## config.mk

```make
export PLATFORM = sky130hd
export DESIGN_NAME = sbc_unit
export DESIGN_NICKNAME = d
export VERILOG_FILES = /design/src/rtl/sbc_unit_pkg.sv /design/src/rtl/CLA_8bit.sv /design/src/rtl/sbc_nibble_adj.sv /design/src/rtl/sbc_unit.sv
export SDC_FILE = /design/constraint.sdc
export NUM_CORES = 1
export LEC_CHECK = 0
export BUFFER_PORTS_ARGS = -buffer_cell sky130_fd_sc_hd__buf_4
export CAP_MARGIN = 20
export CELL_PAD_IN_SITES_DETAIL_PLACEMENT = 1
export CELL_PAD_IN_SITES_GLOBAL_PLACEMENT = 1
export CORE_MARGIN = 2
export CORE_UTILIZATION = 39
export CTS_CLUSTER_DIAMETER = 200
export DETAILED_ROUTE_END_ITERATION = 6
export GPL_ROUTABILITY_DRIVEN = 1
export PLACE_DENSITY_LB_ADDON = 0.1
export SLEW_MARGIN = 15
export SYNTH_ARGS = -nofsm -noshare
export SYNTH_HDL_FRONTEND = slang
export SYNTH_SLANG_ARGS = --single-unit
export TNS_END_PERCENT = 20
```

## constraint.sdc

```tcl
create_clock -name clk -period 3.4 [get_ports clk]
set_input_delay 0.51 -clock clk [delete_from_list [all_inputs] [get_ports clk]]
set_output_delay 0.51 -clock clk [all_outputs]
set_load 0.005 [all_outputs]
```

## src/rtl/sbc_unit_pkg.sv

```systemverilog
// sbc_unit_pkg: shared FSM encoding, BCD correction constants and flag packing for sbc_unit
package sbc_unit_pkg;
    typedef enum logic [1:0] {IDLE = 2'd0, LO = 2'd1, HI = 2'd2, DONE = 2'd3} state_t;
    localparam logic [9:0] NIB_ADJ  = 10'd6;
    localparam logic [9:0] BYTE_ADJ = 10'h060;
    localparam int FLAG_N = 7;
    localparam int FLAG_V = 6;
    localparam int FLAG_Z = 1;
    localparam int FLAG_C = 0;

    // Places N/V/Z/C at their P-register positions; other bits stay 0.
    function automatic logic [7:0] pack_flags(input logic n, input logic v, input logic z, input logic c);
        logic [7:0] p;
        p = '0;
        p[FLAG_N] = n;
        p[FLAG_V] = v;
        p[FLAG_Z] = z;
        p[FLAG_C] = c;
        return p;
    endfunction

    function automatic logic flag_of(input logic [7:0] p, input int idx);
        return p[idx[2:0]];
    endfunction
endpackage

```

## src/rtl/CLA_8bit.sv

```systemverilog
// CLA_8bit: 8-bit adder, sum/cout = a + b + cin, generate/propagate carry chain
//   a, b : addends   cin : carry in   sum : 8-bit sum   cout : carry out
module CLA_8bit (
    input  logic [7:0] a,
    input  logic [7:0] b,
    input  logic       cin,
    output logic [7:0] sum,
    output logic       cout
);
    logic [7:0] g, p;
    logic       cy;

    always_comb begin
        g  = a & b;
        p  = a ^ b;
        cy = cin;
        sum = '0;
        for (int i = 0; i < 8; i++) begin
            sum[i] = p[i] ^ cy;
            cy     = g[i] | (p[i] & cy);
        end
        cout = cy;
    end
endmodule

```

## src/rtl/sbc_nibble_adj.sv

```systemverilog
// sbc_nibble_adj: signed low-nibble subtract with NMOS decimal borrow correction
//   a, m : low nibbles of the operands   c : carry in (1 = no borrow)
//   al   : 10-bit signed corrected low partial
module sbc_nibble_adj
    import sbc_unit_pkg::*;
(
    input  logic [3:0]        a,
    input  logic [3:0]        m,
    input  logic              c,
    output logic signed [9:0] al
);
    logic signed [9:0] raw, adj;

    always_comb begin
        raw = $signed({6'd0, a}) - $signed({6'd0, m}) + $signed({9'd0, c}) - 10'sd1;
        adj = raw - $signed(NIB_ADJ);
        // A negative partial borrows: keep the corrected digit, carry -0x10 into the high nibble.
        al  = raw[9] ? ($signed({6'd0, adj[3:0]}) - 10'sd16) : raw;
    end
endmodule

```

## src/rtl/sbc_unit.sv

```systemverilog
// sbc_unit: multi-cycle 6502 SBC unit, A - M - (1 - C) in binary or NMOS decimal mode
//   clk, rst : clock, synchronous active-high reset
//   start    : request, sampled only when idle; a, m, c_in, d_flag latched then
//   busy     : operation in flight   done : one-cycle result-valid pulse
//   result, c_out, v_out, z_out, n_out : difference and flags, held until next update
module sbc_unit
    import sbc_unit_pkg::*;
#(
    parameter bit DECIMAL_EN = 1'b1
) (
    input  logic       clk,
    input  logic       rst,
    input  logic       start,
    input  logic [7:0] a,
    input  logic [7:0] m,
    input  logic       c_in,
    input  logic       d_flag,
    output logic       busy,
    output logic       done,
    output logic [7:0] result,
    output logic       c_out,
    output logic       v_out,
    output logic       z_out,
    output logic       n_out
);
    state_t            state, state_nx;
    logic [7:0]        a_r, m_r, sum, p_r, res_nx;
    logic              c_r, dec_r, cout, v_nx;
    logic signed [9:0] al, al_r, t, t_adj;

    sbc_nibble_adj u_nib (
        .a  (a_r[3:0]),
        .m  (m_r[3:0]),
        .c  (c_r),
        .al (al)
    );

    // Binary difference as a + ~m + c on the shared carry chain.
    CLA_8bit u_cla (
        .a    (a_r),
        .b    (~m_r),
        .cin  (c_r),
        .sum  (sum),
        .cout (cout)
    );

    always_comb begin
        state_nx = (state == IDLE) ? (start ? LO : IDLE) : state_t'(state + 2'd1);
        busy     = state != IDLE;
        done     = state == DONE;
        t        = $signed({2'b00, a_r & 8'hF0}) - $signed({2'b00, m_r & 8'hF0}) + al_r;
        t_adj    = t[9] ? t - $signed(BYTE_ADJ) : t;
        res_nx   = dec_r ? t_adj[7:0] : sum;
        v_nx     = (a_r[7] ^ m_r[7]) & (a_r[7] ^ sum[7]);
    end

    always_ff @(posedge clk) begin
        if (rst) begin
            state  <= IDLE;
            a_r    <= '0;
            m_r    <= '0;
            c_r    <= 1'b0;
            dec_r  <= 1'b0;
            al_r   <= '0;
            result <= '0;
            p_r    <= '0;
        end else begin
            state <= state_nx;
            if (state == IDLE && start) begin
                a_r   <= a;
                m_r   <= m;
                c_r   <= c_in;
                dec_r <= d_flag & DECIMAL_EN;
            end
            if (state == LO)
                al_r <= al;
            // Flags always come from the binary difference, even in decimal mode.
            if (state == HI) begin
                result <= res_nx;
                p_r    <= pack_flags(sum[7], v_nx, sum == 8'h00, cout);
            end
        end
    end

    assign c_out = flag_of(p_r, FLAG_C);
    assign v_out = flag_of(p_r, FLAG_V);
    assign z_out = flag_of(p_r, FLAG_Z);
    assign n_out = flag_of(p_r, FLAG_N);
endmodule

```

==> results.txt, run 1 <==
The number of search-and-repair iterations in the first detailed-routing pass is 4. The data arrival time of the critical path came out at 3.83 ns. The clock-pin slew on the worst setup and hold paths is 0.08 ns. The final count of negative-setup-slack endpoints came out at 4. The layout has 754 filler cells. The combinational share of power is 41.1%. The mean cell area of the mapped netlist is 8.641 um^2. The number of port buffers is 34. On the critical path, the stage with the largest delay is an instance of fa_2. TritonCTS built the clock tree. The number of hold violations in the final report is 0. The total nets after synthesis came out at 342. The pin count of the biggest net entering global routing came out at 45. The initial antenna violation count is 0. The remaining antenna violation count after routing came out at 0. For this run, global-route usage on met1 was measured as 23.78%. The met2 track demand over resource in global routing is 26.55%. The routing layer with the top usage in global route is met2. The synthesized flop and latch total came out at 42. The checks that failed: negative setup slack. The total number of nets in the final design is 376.

For this run the aggregate overflow at the end of global routing stands at 0. The number of different library cells in the post-synthesis netlist is 34. Net switching is 35.97% of the power. The critical path's largest stage delay came out at 0.48 ns. The run finished, with violations left. The overall die area is 7036 um^2. The critical path's most frequent cell is fa_2.

The tool flagged a number of max-cap violations equal to 0. Across the routed clock network, the largest skew measured is 0.004106 ns. Measured against its own limit, the worst slew margin works out to 42.16%.

In the final layout, the share of cells above drive strength 1 is 18.63%. The post-route DRC violation count is 0. On the final layout, the worst hold slack is 0.4534 ns. In this run the core area contains 29 standard-cell rows. At the pin with the least slew margin, the transition time is 0.8676 ns.

STA classifies the critical path startpoint as a flop. The area share of the largest cell type after synthesis came out at 33.79%. The routability congestion estimate is 0.7389. The achievable frequency is 273.6 MHz. The TritonCTS sink count came out at 42. The post-detailed-route wirelength per cell is 14.03 um.

The I/O pin count is 35. The post-route worst setup slack is -0.2552 ns. The post-DP HPWL is 4326 um. The total of hold buffers inserted after clock tree synthesis came out at 0.

The final count of pins violating max slew is 0. The die is 83.88 um tall. For met3 alone, demand over resource in global routing was 3.363%.

The DRC marker count from the first detailed-route iteration is 25. Setup repair after global routing could not meet its margin everywhere. The clock root buffer is clkbuf_8. The final routed wirelength across all metal layers came out at 5599 um.

The number of global-route vias before repair is 1978. The category of the worst setup path capture point is a flop. The internal portion of the total power is 958.4 uW. For this run, the register share of the synthesized area comes to 33.79%. Summed over all nets, the switching power comes to 538.5 uW. The insertion delay to the later sink of the worst-skew pair came out at 0.30 ns. Measured along the x axis, the die boundary spans 83.88 um. From synthesis to final layout, the design area changed by 18.45%. The maximum number of buffers from clock root to sink is 2. Of the total power, registers draw 37.7%. The fraction of power consumed by the clock network is 21.3%. The worst path required time came out at 3.58 ns.

The average via count per standard cell came out at 4.940. The post-route clock period utilization is 107.5%. Buffers inserted during clock tree synthesis total 5. The leakage dissipation is 0.001210 uW. Sorting the synthesized cells by area gives the leading types as dfxtp_1 (34%), ha_1 (11%), fa_1 (8.8%). The wire length of the first global-routing pass came out at 9591 um.

The path class of the tightest hold or removal check is input pin to flop. The starting density of the core is 39.65%. The core box area came out at 6277 um^2.

After routing, the total negative slack on setup checks comes to -0.7826 ns. The signal on the critical path passes through inv_1 -> fa_2 -> fa_1 -> inv_1 -> fa_2 -> fa_2 -> fa_2 -> fa_2 -> fa_2 -> inv_2 -> fa_2 -> xnor2_2 -> nor2_1 -> mux2i_1 -> nor2_1. The CTS H-tree depth is 2.

The path type of the worst setup path is flop to flop. In this run the power density over the cells is 507.8 nW/um^2. Counting every instance in the synthesized netlist gives 288. The overall global routing resource usage is 16.95%. The number of diodes added for antenna fixing came out at 0. The minimum clock period is 3.655 ns. Summing over every cut layer, the via total after detailed routing is 1971. The area of the mapped netlist is 2489 um^2.

The sum of internal, switching and leakage power came out at 1497 uW. The largest total area in the synthesized netlist belongs to dfxtp_1. Yosys printed 0 warnings. The biggest fanout along the worst timing path is 3. IR analysis of the VDD net gives a maximum drop of 0.0002263 V.
==> cell usage after synthesis <==
library cell,number
o21ai_0,3
a211oi_1,6
nand2b_1,3
o22ai_1,2
xnor2_1,14
nor3b_1,2
nand4b_1,1
nor3_1,2
fa_1,11
mux2i_1,13
nand4_1,1
o21a_1,2
o311ai_1,1
or4b_1,1
o31ai_1,1
clkbuf_1,12
a21o_1,5
a31oi_1,1
ha_1,22
a2111oi_1,1
inv_1,31
a211oi_4,1
o21bai_1,1
nand3b_1,3
a311oi_1,3
nor2_1,32
buf_1,1
a21oi_1,25
dfxtp_1,42
and2_1,1
nand2_1,40
nor4_1,1
xor2_1,2
nor2_2,1
==> area by class of cell <==
type,count,area [um^2],area share (%)
inverters,31,116.4,3.947
flip-flops and latches,42,842.1,28.57
clock buffers,5,68.82,2.334
clock inverters,2,10.01,0.3396
multi-input cells,202,1514,51.36
repair buffers,40,300.3,10.19
well taps,77,96.34,3.268
==> per-layer routing <==
layer  routed length, um  share of wire [%]  vias up
met5                   0                  0        -
met4                  64                1.1        0
met3                 155                2.8        6
met2                2491                 44       28
met1                2887                 52      923
li1                    -                  -     1014
==> power by group through the flow <==
stage / clock (uW) / combinational [uW] / sequential, uW
3_5_place_dp: 0 / 597 / 575
2_1_floorplan: 0 / 448 / 567
5_1_grt: 350 / 687 / 571
4_1_cts: 327 / 613 / 565
6_report: 319 / 615 / 564
3_3_place_gp: 0 / 584 / 573
==> per-stage QoR <==
stage                     setup WS [ns]  util, %  cell area, um^2  instances
final                           -0.2552    46.96             2948        399
after global routing            -0.4217    46.96             2948        399
after CTS                       -0.3284    46.70             2932        398
after detailed placement        -0.3673    45.19             2836        391
after global placement          -0.2489    45.19             2836        391
after floorplan                 -0.1004        -             2496        288
==> cell usage in the layout, fill, tap and decap left out, drive strengths merged, types with 3 or more instances in the layout <==
cell,instances
xnor2,14
a311oi,3
ha,22
buf,40
nand2,40
inv,31
o21ai,3
dfxtp,42
fa,11
a21oi,25
nand2b,3
a211oi,7
nor2,33
mux2i,13
a21o,5
clkbuf,5
nand3b,3
==> flip-flops by register name, summed over array words and instances (netlist names) <==
| register | count |
|---|---|
| a_r | 8 |
| al_r | 10 |
| state | 2 |
| c_r | 1 |
| result | 8 |
| p_r | 4 |
| m_r | 8 |
| dec_r | 1 |
==> worst max-delay path: cells and delay by family, from the launching register on <==
family	cells	cell delay, ns
adder cells (fa/ha/maj)	8	2.60
XOR/XNOR	1	0.18
buffers and inverters	3	0.20
AND/OR/NAND/NOR	2	0.12
flip-flops	1	0.32
multiplexers	1	0.13
==> worst paths after layout <==
| path | from | end | slack [ns] | depth (start not counted) |
|---|---|---|---|---|
| max | m_r[0] | p_r[6] | -0.26 | 15 |
| min | m[7] | m_r[7] | 0.45 | 3 |
| max reg2reg | m_r[0] | p_r[6] | -0.26 | 15 |
| min reg2reg | m_r[1] | m_r[1] | 0.46 | 2 |
==> cells by family after synthesis <==
family	share of synthesized area, %
and+or+nand+nor	15.28
AOI/OAI and AO/OA	13.52
buffers and inverters	6.636
DFF	33.79
adders and majority gates	19.91
xor gates and xnor gates	5.631
muxes	5.229
==> what timing repair did <==
action / in CTS / in global routing
pin swaps: 4 / 3
setup endpoints to repair: 4 / 4
setup buffers: 0 / 1
gates resized for setup: 5 / 3
gates cloned: 0 / 0
endpoints found under the hold margin: 0 / 0
No activity file was read; power rests on OpenSTA's default activity.
==> run 2, diff against run 1 <==
--- a/config.mk
+++ b/config.mk
@@ -5,12 +5,13 @@
 export SDC_FILE = /design/constraint.sdc
 export NUM_CORES = 1
 export LEC_CHECK = 0
+export ABC_AREA = 1
 export BUFFER_PORTS_ARGS = -buffer_cell sky130_fd_sc_hd__buf_4
 export CAP_MARGIN = 20
 export CELL_PAD_IN_SITES_DETAIL_PLACEMENT = 1
 export CELL_PAD_IN_SITES_GLOBAL_PLACEMENT = 1
 export CORE_MARGIN = 2
-export CORE_UTILIZATION = 39
+export CORE_UTILIZATION = 38
 export CTS_CLUSTER_DIAMETER = 200
 export DETAILED_ROUTE_END_ITERATION = 6
 export GPL_ROUTABILITY_DRIVEN = 1
==> run 2 against run 1 <==
The flow still finishes with violations (negative setup slack). Fmax grew 3.9%. Sequential share of layout area shrank 0.58 points. Final area grew 2.2%. Via count grew 14%. Combinational power grew 14%. Clock skew shrank 0.0013 ns. Setup slack gained 0.14 ns. Total power grew 7.8%. Hold slack gained 0.0061 ns. Global-route usage grew 1.6 points. Critical path type unchanged. Critical endpoint is now p_r[1].
==> results.txt, run 2 <==
The number of different library cells in the post-synthesis netlist is 26. The final count of negative-setup-slack endpoints came out at 4. The register with the highest flop count is al_r. The critical path is of the flop to flop type. Using the TritonRoute via totals, the vias-per-cell ratio works out to 5.027.

The dominant cell type by area after synthesis is dfxtp_1. The final count of pins violating max slew came out at 0. The number of hold violations in the final report was 0. The post-route worst setup slack is -0.1188 ns. The share of synthesized area spent on multiplexers came out at 0%. The starting density of the core came out at 39.72%.

The synthesized-area fraction occupied by and/or/nand/nor cells is 19.37%. The leading register cell type out of synthesis is dfxtp_1. The remaining antenna violation count after routing is 0. For the worst-skew pair, the clock arrives at the later sink with an insertion delay of 0.30 ns. The adder and majority cell fraction of the synthesized area is 19.42%. CTS placed an instance of clkbuf_8 at the clock tree root.

For the worst setup path, the data required time is 3.64 ns. The fraction of synthesis flops using an asynchronous set or reset pin is 0%. Summing the areas of all xor and xnor instances in the mapped netlist gives 1.373% of the synthesized area.

The flow ran to the end, but the final reports show violations. In this run the post-CTS setup repair buffer count came out at 0. The number of global-route vias before repair is 2270. The minimum clock period came out at 3.519 ns.

The tree built by TritonCTS fans out to 42 sinks. By area the synthesized netlist is led by dfxtp_1 (33%), ha_1 (11%), fa_1 (8.6%). STA classifies the critical path startpoint as a flop. The floorplan step set the die width to 85.94 um. The wire length of the first global-routing pass is 10520 um. The number of search-and-repair iterations in the first detailed-routing pass is 4.

The worst-case headroom to the max-slew limit came out at 35.36%. The top cell types in the final layout, fill and taps aside, are inv_1 (56), nand2_1 (53), dfxtp_1 (40). The clock-pin slew on the worst setup and hold paths is 0.09 ns. After detailed routing, the number of remaining DRC violations is 0. The CTS H-tree depth came out at 2. After detailed routing, the average wire length per cell comes to 14.06 um.

Of the cells placed in the final design, the portion with a size suffix greater than 1 is 20.00%. The core box area is 6422 um^2. The checks that failed: negative setup slack.

The die is 85.94 um tall. Buffers placed on the I/O ports in this run total 34. The routability congestion estimate came out at 0.7877. The area of the mapped netlist came out at 2551 um^2. By count the netlist is led by inv_1 (57), nand2_1 (53), dfxtp_1 (42), a21oi_1 (29), o21ai_0 (26).

The total number of nets in the final design came out at 423. The most frequently used cell type in the post-synthesis netlist is inv_1. Once detailed placement completed, the half-perimeter wirelength came to 4944 um. The reg2reg setup slack came out at -0.12 ns. The compound-cell area share of the yosys netlist came out at 16.58%. Summed over all cells, the static leakage comes to 0.001436 uW. After synthesis the netlist holds a flip-flop and latch count of 42.

The slew at the pin closest to its max-slew limit came out at 0.9672 ns. The most common cell after layout, fill and taps aside is inv_1. The area share of the largest cell type after synthesis came out at 32.96%. The number of synthesis warnings is 0. Setup repair after global routing could not meet its margin everywhere. The fraction of the yosys area taken by sequential cells came out at 32.96%. The sum of internal, switching and leakage power came out at 1614 uW.

By area, the combinational part of the netlist is dominated by adder cells. The final routed wirelength across all metal layers came out at 6285 um. The final hold slack is 0.4595 ns. The peak supply drop is 0.0001978 V. The total overflow left after global routing is 0.

Detailed routing inserted a total of 2247 vias. The biggest fanout along the worst timing path is 4. The area growth from synthesis to layout came out at 18.10%. The setup total negative slack came out at -0.3873 ns.

The clock tree from TritonCTS is done. The overall die area is 7385 um^2. The overall global routing resource usage is 18.56%. The core utilization of the finished layout is 46.91%. The pin count of the biggest net entering global routing came out at 36. The post-route clock period utilization came out at 103.5%. The tool flagged a number of max-cap violations equal to 0.

The ratio of total power to cell area is 535.6 nW/um^2. 35 I/O pins were placed. The initial antenna violation count is 0. The category of the worst setup path capture point is a flop.

The DRC marker count from the first detailed-route iteration is 58. The data arrival time of the critical path is 3.76 ns. The mean cell area of the mapped netlist came out at 7.661 um^2.

The number of diodes added for antenna fixing came out at 0. The number of flip-flops in the largest register came out at 10. The number of buffers created by CTS is 5. The gate count after technology mapping came out at 333. The total nets after synthesis came out at 387. Derived from the worst setup path, the maximum achievable clock frequency is 284.2 MHz. The count of flip-flops with a built-in enable after synthesis is 0. The worst-case clock skew is 0.002762 ns. In this run the worst hold path is classified as input pin to flop. The maximum number of buffers from clock root to sink is 2. The initialized floorplan defines 29 standard-cell rows.
[run 2: per-layer routing]
metal,wire length [um],vias up,part of all wire (%),global-route usage [%]
met5,0,-,0,0
met4,141,0,2.2,6.494
met3,224,10,3.6,4.331
met2,2820,37,45,29.81
met1,3099,1054,49,24.43
li1,-,1146,-,-
[run 2: worst paths after layout]
path / from / to / cells past startpoint
worst max-delay path: m_r[0] / p_r[1] / 14
worst min-delay path: a[1] / a_r[1] / 3
worst max register to register: m_r[0] / p_r[1] / 14
worst min register to register: al_r[7] / al_r[7] / 2
[run 2: what timing repair did]
| action | in CTS | in global routing |
|---|---|---|
| hold buffers | 0 | 0 |
| resized for setup | 4 | 2 |
| endpoints found under the setup margin | 4 | 4 |
| pin swaps | 3 | 0 |
[run 2: report_power, final]
group,internal (uW),switching (uW),total (uW)
sequential,538,37.4,576
clock,145,193,338
combinational,281,419,700
[run 2: cell type report]
class / count / area (um^2)
clock buffers: 5 / 68.82
clock inverters: 3 / 21.27
fillers: 815 / 3410
inverters: 58 / 217.7
multi-input cells: 223 / 1473
flip-flops and latches: 42 / 843.3
well taps: 77 / 96.34
repair buffers: 39 / 292.8
[run 2: worst max-delay path: stages, from the launching register on]
cell and delay [ns]:
dfxtp_2 0.33, inv_2 0.06, fa_2 0.19, fa_1 0.16
inv_1 0.06, fa_2 0.34, fa_2 0.37, fa_2 0.35
fa_2 0.36, fa_2 0.34, inv_1 0.07, fa_2 0.48
nor2_4 0.11, nand4_1 0.10, a21oi_1 0.13
[run 2: kinds of logic after synthesis]
kind of cell,Yosys count
buf+inv,68
fa+ha+maj,33
compound gates,75
simple gates,111
xor+xnor,4
flops,42
[run 2: metrics by stage]
step                      cells  worst slack [ns]  area (um^2)
after floorplan             333         -0.002234         2564
after global placement      439           -0.1400         2908
after detailed placement    439           -0.2150         2908
after CTS                   447           -0.1288         3005
after global routing        447           -0.2802         3013
final                       447           -0.1188         3013
